$ cat src/rtl/mem_arbiter_pkg.sv
// mem_arbiter_pkg: shared state type and constants for the two-requester memory arbiter
package mem_arbiter_pkg;
    localparam int NUM_REQ   = 2;
    localparam int REQ_CPU   = 0;
    localparam int REQ_DMA   = 1;
    localparam int CNT_WIDTH = 4;
    typedef enum logic [1:0] {IDLE, ACCESS, DONE} state_t;
endpackage

$ cat src/rtl/mem_arbiter_if.sv
// mem_arbiter_if: requester-side bus of the memory arbiter
//   req_valid/req_ready/req_we : per-requester handshake and direction
//   req_addr/req_wdata         : per-requester payload, requester i at [i*W +: W]
//   rsp_valid/rsp_rdata        : one-cycle completion pulse and read data
//   master modport = requesters, slave modport = arbiter
interface mem_arbiter_if #(
    parameter int ADDR_WIDTH = 16,
    parameter int DATA_WIDTH = 8
);
    import mem_arbiter_pkg::*;
    logic [NUM_REQ-1:0]            req_valid;
    logic [NUM_REQ-1:0]            req_ready;
    logic [NUM_REQ-1:0]            req_we;
    logic [NUM_REQ*ADDR_WIDTH-1:0] req_addr;
    logic [NUM_REQ*DATA_WIDTH-1:0] req_wdata;
    logic [NUM_REQ-1:0]            rsp_valid;
    logic [DATA_WIDTH-1:0]         rsp_rdata;
    modport master (
        output req_valid, req_we, req_addr, req_wdata,
        input  req_ready, rsp_valid, rsp_rdata
    );
    modport slave (
        input  req_valid, req_we, req_addr, req_wdata,
        output req_ready, rsp_valid, rsp_rdata
    );
endinterface

$ cat src/rtl/mem_rr_pick.sv
// mem_rr_pick: combinational 2-way round-robin picker
//   req_valid  : pending requests
//   last_grant : requester served most recently
//   grant      : one-hot winner (zero when nothing is pending)
//   grant_idx  : winner index
module mem_rr_pick
    import mem_arbiter_pkg::*;
(
    input  logic [NUM_REQ-1:0] req_valid,
    input  logic               last_grant,
    output logic [NUM_REQ-1:0] grant,
    output logic               grant_idx
);
    // requester 1 wins when alone, or on a tie when requester 0 was served last
    assign grant_idx = req_valid[1] & (~req_valid[0] | ~last_grant);
    assign grant     = req_valid & (grant_idx ? 2'b10 : 2'b01);
endmodule

$ cat src/rtl/mem_arbiter.sv
// mem_arbiter: arbitrates one asynchronous memory between the CPU and a DMA requester
//   clk, resetn         : clock and synchronous active-low reset
//   bus                 : requester handshake, payload and response (slave side)
//   busy                : high while an access is in flight
//   mem_enable, mem_we  : memory strobes, enable held WAIT_CYCLES per access
//   mem_address, mem_wr_data, mem_rd_data : memory address and data
module mem_arbiter
    import mem_arbiter_pkg::*;
#(
    parameter int ADDR_WIDTH  = 16,
    parameter int DATA_WIDTH  = 8,
    parameter int WAIT_CYCLES = 2
) (
    input  logic                  clk,
    input  logic                  resetn,
    mem_arbiter_if.slave          bus,
    output logic                  busy,
    output logic                  mem_enable,
    output logic                  mem_we,
    output logic [ADDR_WIDTH-1:0] mem_address,
    output logic [DATA_WIDTH-1:0] mem_wr_data,
    input  logic [DATA_WIDTH-1:0] mem_rd_data
);
    state_t                 state;
    logic [CNT_WIDTH-1:0]   cnt;
    logic                   owner;
    logic                   last_grant;
    logic                   grant_idx;
    logic [NUM_REQ-1:0]     grant;
    logic [NUM_REQ-1:0]     rsp_valid;
    logic [DATA_WIDTH-1:0]  rsp_rdata;

    mem_rr_pick u_pick (
        .req_valid (bus.req_valid),
        .last_grant(last_grant),
        .grant     (grant),
        .grant_idx (grant_idx)
    );

    assign bus.req_ready = (state == IDLE) ? grant : '0;
    assign bus.rsp_valid = rsp_valid;
    assign bus.rsp_rdata = rsp_rdata;
    assign busy          = state != IDLE;

    always_ff @(posedge clk) begin
        if (!resetn) begin
            state       <= IDLE;
            owner       <= 1'(REQ_CPU);
            last_grant  <= 1'(REQ_DMA);
            cnt         <= '0;
            rsp_valid   <= '0;
            rsp_rdata   <= '0;
            mem_enable  <= 1'b0;
            mem_we      <= 1'b0;
            mem_address <= '0;
            mem_wr_data <= '0;
        end else begin
            rsp_valid <= '0;
            case (state)
                IDLE: if (|bus.req_valid) begin
                    state       <= ACCESS;
                    owner       <= grant_idx;
                    last_grant  <= grant_idx;
                    cnt         <= CNT_WIDTH'(WAIT_CYCLES - 1);
                    mem_enable  <= 1'b1;
                    mem_we      <= bus.req_we[grant_idx];
                    mem_address <= grant_idx ? bus.req_addr[2*ADDR_WIDTH-1:ADDR_WIDTH]
                                             : bus.req_addr[ADDR_WIDTH-1:0];
                    mem_wr_data <= grant_idx ? bus.req_wdata[2*DATA_WIDTH-1:DATA_WIDTH]
                                             : bus.req_wdata[DATA_WIDTH-1:0];
                end
                ACCESS: if (cnt == '0) begin
                    // last enabled cycle: memory data has settled, so sample it here
                    state      <= DONE;
                    rsp_rdata  <= mem_we ? '0 : mem_rd_data;
                    rsp_valid  <= owner ? 2'b10 : 2'b01;
                    mem_enable <= 1'b0;
                    mem_we     <= 1'b0;
                end else begin
                    cnt <= cnt - 1'b1;
                end
                default: state <= IDLE;
            endcase
        end
    end
endmodule

$ cat src/flat_wrapper.sv
// flat-port wrapper written by rule: the top's interface ports become plain ports
module mem_arbiter_flat import mem_arbiter_pkg::*;
#(
    parameter int ADDR_WIDTH  = 16,
    parameter int DATA_WIDTH  = 8,
    parameter int WAIT_CYCLES = 2
)
  (clk, resetn, busy, mem_enable, mem_we, mem_address, mem_wr_data, mem_rd_data, bus_req_valid, bus_req_we, bus_req_addr, bus_req_wdata, bus_req_ready, bus_rsp_valid, bus_rsp_rdata);
  mem_arbiter_if #(.ADDR_WIDTH(ADDR_WIDTH), .DATA_WIDTH(DATA_WIDTH)) bus_i ();
  input  logic clk;
  input  logic resetn;
  output logic busy;
  output logic mem_enable;
  output logic mem_we;
  output logic [ADDR_WIDTH-1:0] mem_address;
  output logic [DATA_WIDTH-1:0] mem_wr_data;
  input  logic [DATA_WIDTH-1:0] mem_rd_data;
  input wire logic [$bits(bus_i.req_valid)-1:0] bus_req_valid;
  input wire logic [$bits(bus_i.req_we)-1:0] bus_req_we;
  input wire logic [$bits(bus_i.req_addr)-1:0] bus_req_addr;
  input wire logic [$bits(bus_i.req_wdata)-1:0] bus_req_wdata;
  output wire logic [$bits(bus_i.req_ready)-1:0] bus_req_ready;
  output wire logic [$bits(bus_i.rsp_valid)-1:0] bus_rsp_valid;
  output wire logic [$bits(bus_i.rsp_rdata)-1:0] bus_rsp_rdata;
  assign bus_i.req_valid = bus_req_valid;
  assign bus_i.req_we = bus_req_we;
  assign bus_i.req_addr = bus_req_addr;
  assign bus_i.req_wdata = bus_req_wdata;
  assign bus_req_ready = bus_i.req_ready;
  assign bus_rsp_valid = bus_i.rsp_valid;
  assign bus_rsp_rdata = bus_i.rsp_rdata;
  mem_arbiter #(.ADDR_WIDTH(ADDR_WIDTH), .DATA_WIDTH(DATA_WIDTH), .WAIT_CYCLES(WAIT_CYCLES)) u_core (.clk(clk), .resetn(resetn), .bus(bus_i), .busy(busy), .mem_enable(mem_enable), .mem_we(mem_we), .mem_address(mem_address), .mem_wr_data(mem_wr_data), .mem_rd_data(mem_rd_data));
endmodule
$ cat config.mk
export PLATFORM = sky130hd
export DESIGN_NAME = mem_arbiter_flat
export DESIGN_NICKNAME = d
export VERILOG_FILES = /design/src/rtl/mem_arbiter_pkg.sv /design/src/rtl/mem_arbiter_if.sv /design/src/rtl/mem_rr_pick.sv /design/src/rtl/mem_arbiter.sv /design/src/flat_wrapper.sv
export SDC_FILE = /design/constraint.sdc
export NUM_CORES = 1
export LEC_CHECK = 0
export ABC_CLOCK_PERIOD_IN_PS = 2900
export CAP_MARGIN = 5
export CORE_AREA = 2 2 81 83
export DETAILED_ROUTE_END_ITERATION = 6
export DIE_AREA = 0 0 83 85
export PLACE_DENSITY = 0.69
export SLEW_MARGIN = 10
export SYNTH_ARGS = -nofsm -noshare
export SYNTH_HDL_FRONTEND = slang
export SYNTH_SLANG_ARGS = --single-unit
$ cat constraint.sdc
create_clock -name clk -period 2.9 [get_ports clk]
set_clock_uncertainty 0.05 [all_clocks]
set_input_delay 0.435 -clock clk [delete_from_list [all_inputs] [get_ports clk]]
set_output_delay 0.435 -clock clk [all_outputs]
set_load 0.02 [all_outputs]
==> impl_metrics.toml, run 1 <==
[critical_path]
crit_path_max_fanout = 5
ff2ff_setup_slack_ns = 1.17
critPathKind = "in2out"
path_buf_inv = 2
slowest_stage = "clkdlybuf4s50_1"
critPathMaxStageDelay_ns = 0.62
cp.arrival_ns = 2.21
cp_cell_sequence = "clkdlybuf4s50_1 -> or3b_2 -> nor2_1 -> clkdlybuf4s50_1"
worstPathRequired_ns = 2.41
critPathTopFamily = "buffers and inverters"
worstSetupStartpointType = "primary input"
endpoint_kind = "output pin"
cp_common_cell = "clkdlybuf4s50_1"

[placed_design]
pre_cts_slack_ns = 0.209
io_buffers = 100
gp_congestion = 0.726
dp_hpwl_um = 4050

[final_layout]
layout-drive-gt1-share = 0.120
area_growth_pct = 54.0
final_nets = 388
mostFrequentLayoutCell = "clkdlybuf4s50_1"
num_antenna_cells = 0
final_cell_mix = "clkdlybuf4s50_1 (100), nand2_1 (52), dfxtp_1 (44)"

[grt]
grt_max_degree = 41
antenna_found_initial = 0
grt_pass1_vias = 2025
grt_pass1_wl_um = 9530
grt_use_total = 0.165
gr-total-overflow = 0

[routing]
ant_nets = 0
drt_wl_total_um = 5930
via_count = 2060
drc = 0
drt_iter0_drc = 119
routed_via_density = 5.12
dr.pass1.iters = 4
wl_per_cell_um = 14.7

[logic_synthesis]
synth_edf_count = 0
syn_area_sq_um = 2100
synth_cells = 233
syn_area_per_cell_sq_um = 9.03
synth_flop_cell = "dfxtp_1"
yosysWarningCount = 0
async_flop_share = 0
synth.distinct_cells = 41
synthesis.nets = 297
ys_seq_area_frac = 0.419
ys_ff_latch = 44

[clocking]
clockBufferDepth = 2
cts_tree = "built"
cts.reportedPaths.clkPinSlew_ns = 0.09
ctsHoldBuffers = 0
cts_made_buffers = 5
cts.sinks = 44
clockRootBuffer = "clkbuf_8"
cts_resized = 0
htreeDepth = 2
clk-insertion-delay-late_ns = 0.30
cts_setup_buffers = 0

[sta]
layout_setup_ws_ns = 0.204
drv_slew = 0
setup_violations = 0
setup_tns_ns = 0
post-route-period-util = 0.930
max_freq_mhz = 371
worst_pin_slew_ns = 0.749
hold_violations = 0
min_period_ns = 2.70
relSlewSlack = 0.500
rsz0062_at_grt = "no"

[power_and_ir_drop]
ir_drop_v = 0.000267
p_leak_nw = 1.16
power.density_nw_per_um2 = 583

[floorplanning]
pin_count = 101
row_count = 29
die_w_um = 83
initial_core_util = 0.339
die_h_um = 85
fp.coreArea_sq_um = 6200
die-area_sq_um = 7060

[outcome]
status = "complete, no violations"

[job]
maxCapViolCount = 0

[min_path]
min_path_type = "reg2reg"
[state kept, by name, summed over array words and instances, names as in the netlist]
signal	cells
u_core.bus.rsp_valid	2
u_core.mem_address	16
u_core.mem_enable	1
u_core.bus.rsp_rdata	8
u_core.cnt	4
u_core.state	2
u_core.owner	1
u_core.last_grant	1
u_core.mem_wr_data	8
u_core.mem_we	1
[kinds of logic (layout without fill, tap and decap cells)]
kind of cell	Yosys count	in the layout	synth area share
and+or+nand+nor	81	81	0.188
buffers and inverters	26	118	0.0648
adders and majority gates	2	2	0.0119
DFF	44	44	0.419
AOI/OAI and AO/OA	80	80	0.316
[routing by layer]
layer,vias to the layer above,global-route usage,routed length (um)
li1,1034,-,-
met1,959,0.193,2470
met2,59,0.291,2990
met3,8,0.0554,389
met4,0,0.0417,73
met5,-,0,0
[worst min-delay path: cells and delay by family, from the launching register on]
kind	cells	cell delay, ns
AOI/OAI and AO/OA	2	0.13
DFF	1	0.32
[Yosys cell counts, types with 2 or more instances]
cell / n / area (sq um)
nand2b_1: 2 / 12.5
inv_1: 5 / 18.8
nand4b_1: 8 / 70.1
nand2_1: 52 / 195
ha_1: 2 / 25.0
o21ai_0: 6 / 30.0
nor3_1: 2 / 10.0
nor2_1: 6 / 22.5
a311oi_1: 5 / 43.8
a311oi_2: 19 / 285
buf_2: 7 / 35.0
dfxtp_1: 44 / 881
a21oi_1: 34 / 170
clkbuf_1: 9 / 33.8
o21ai_1: 3 / 15.0
buf_6: 4 / 45.0
[where the power goes]
part / total (mW) / internal (mW) / switching, mW
Combinational: 0.666 / 0.314 / 0.352
Sequential: 0.731 / 0.682 / 0.0488
Clock: 0.490 / 0.260 / 0.231
Total: 1.89 / 1.26 / 0.632
[final cells by class]
cell class	count	area, sq um
sequential	44	881
multi-input combinational	163	1090
clock inverter	3	46.3
tap	77	96.3
clock buffer	5	68.8
timing repair buffer	105	1040
inverter	5	18.8
fill	599	2970
[worst paths after layout]
kind,startpoint,end,cells after the start
max,bus_req_valid[0],bus_req_ready[0],4
max reg2reg,u_core.cnt[0],u_core.cnt[0],5
min,u_core.bus.rsp_rdata[1],u_core.bus.rsp_rdata[1],2
min reg2reg,u_core.bus.rsp_rdata[1],u_core.bus.rsp_rdata[1],2
[metrics by stage]
stage	std cells	utilization	instance area, sq um	power, mW	hold slack (ns)
6_report	402	0.522	3240	1.89	0.428
5_1_grt	402	0.522	3240	1.98	0.463
4_1_cts	402	0.522	3240	1.90	0.429
3_5_place_dp	394	0.503	3120	1.41	0.409
3_3_place_gp	394	0.503	3120	1.41	0.407
2_1_floorplan	233	-	2100	1.14	0.367
No activity file was read; power rests on OpenSTA's default activity.
==> run 2: changes to the inputs <==
Settings changed: SETUP_SLACK_MARGIN set to 0.1.
==> results of run 2 <==
Final layout, timing and power as in run 1 (identical DEF).
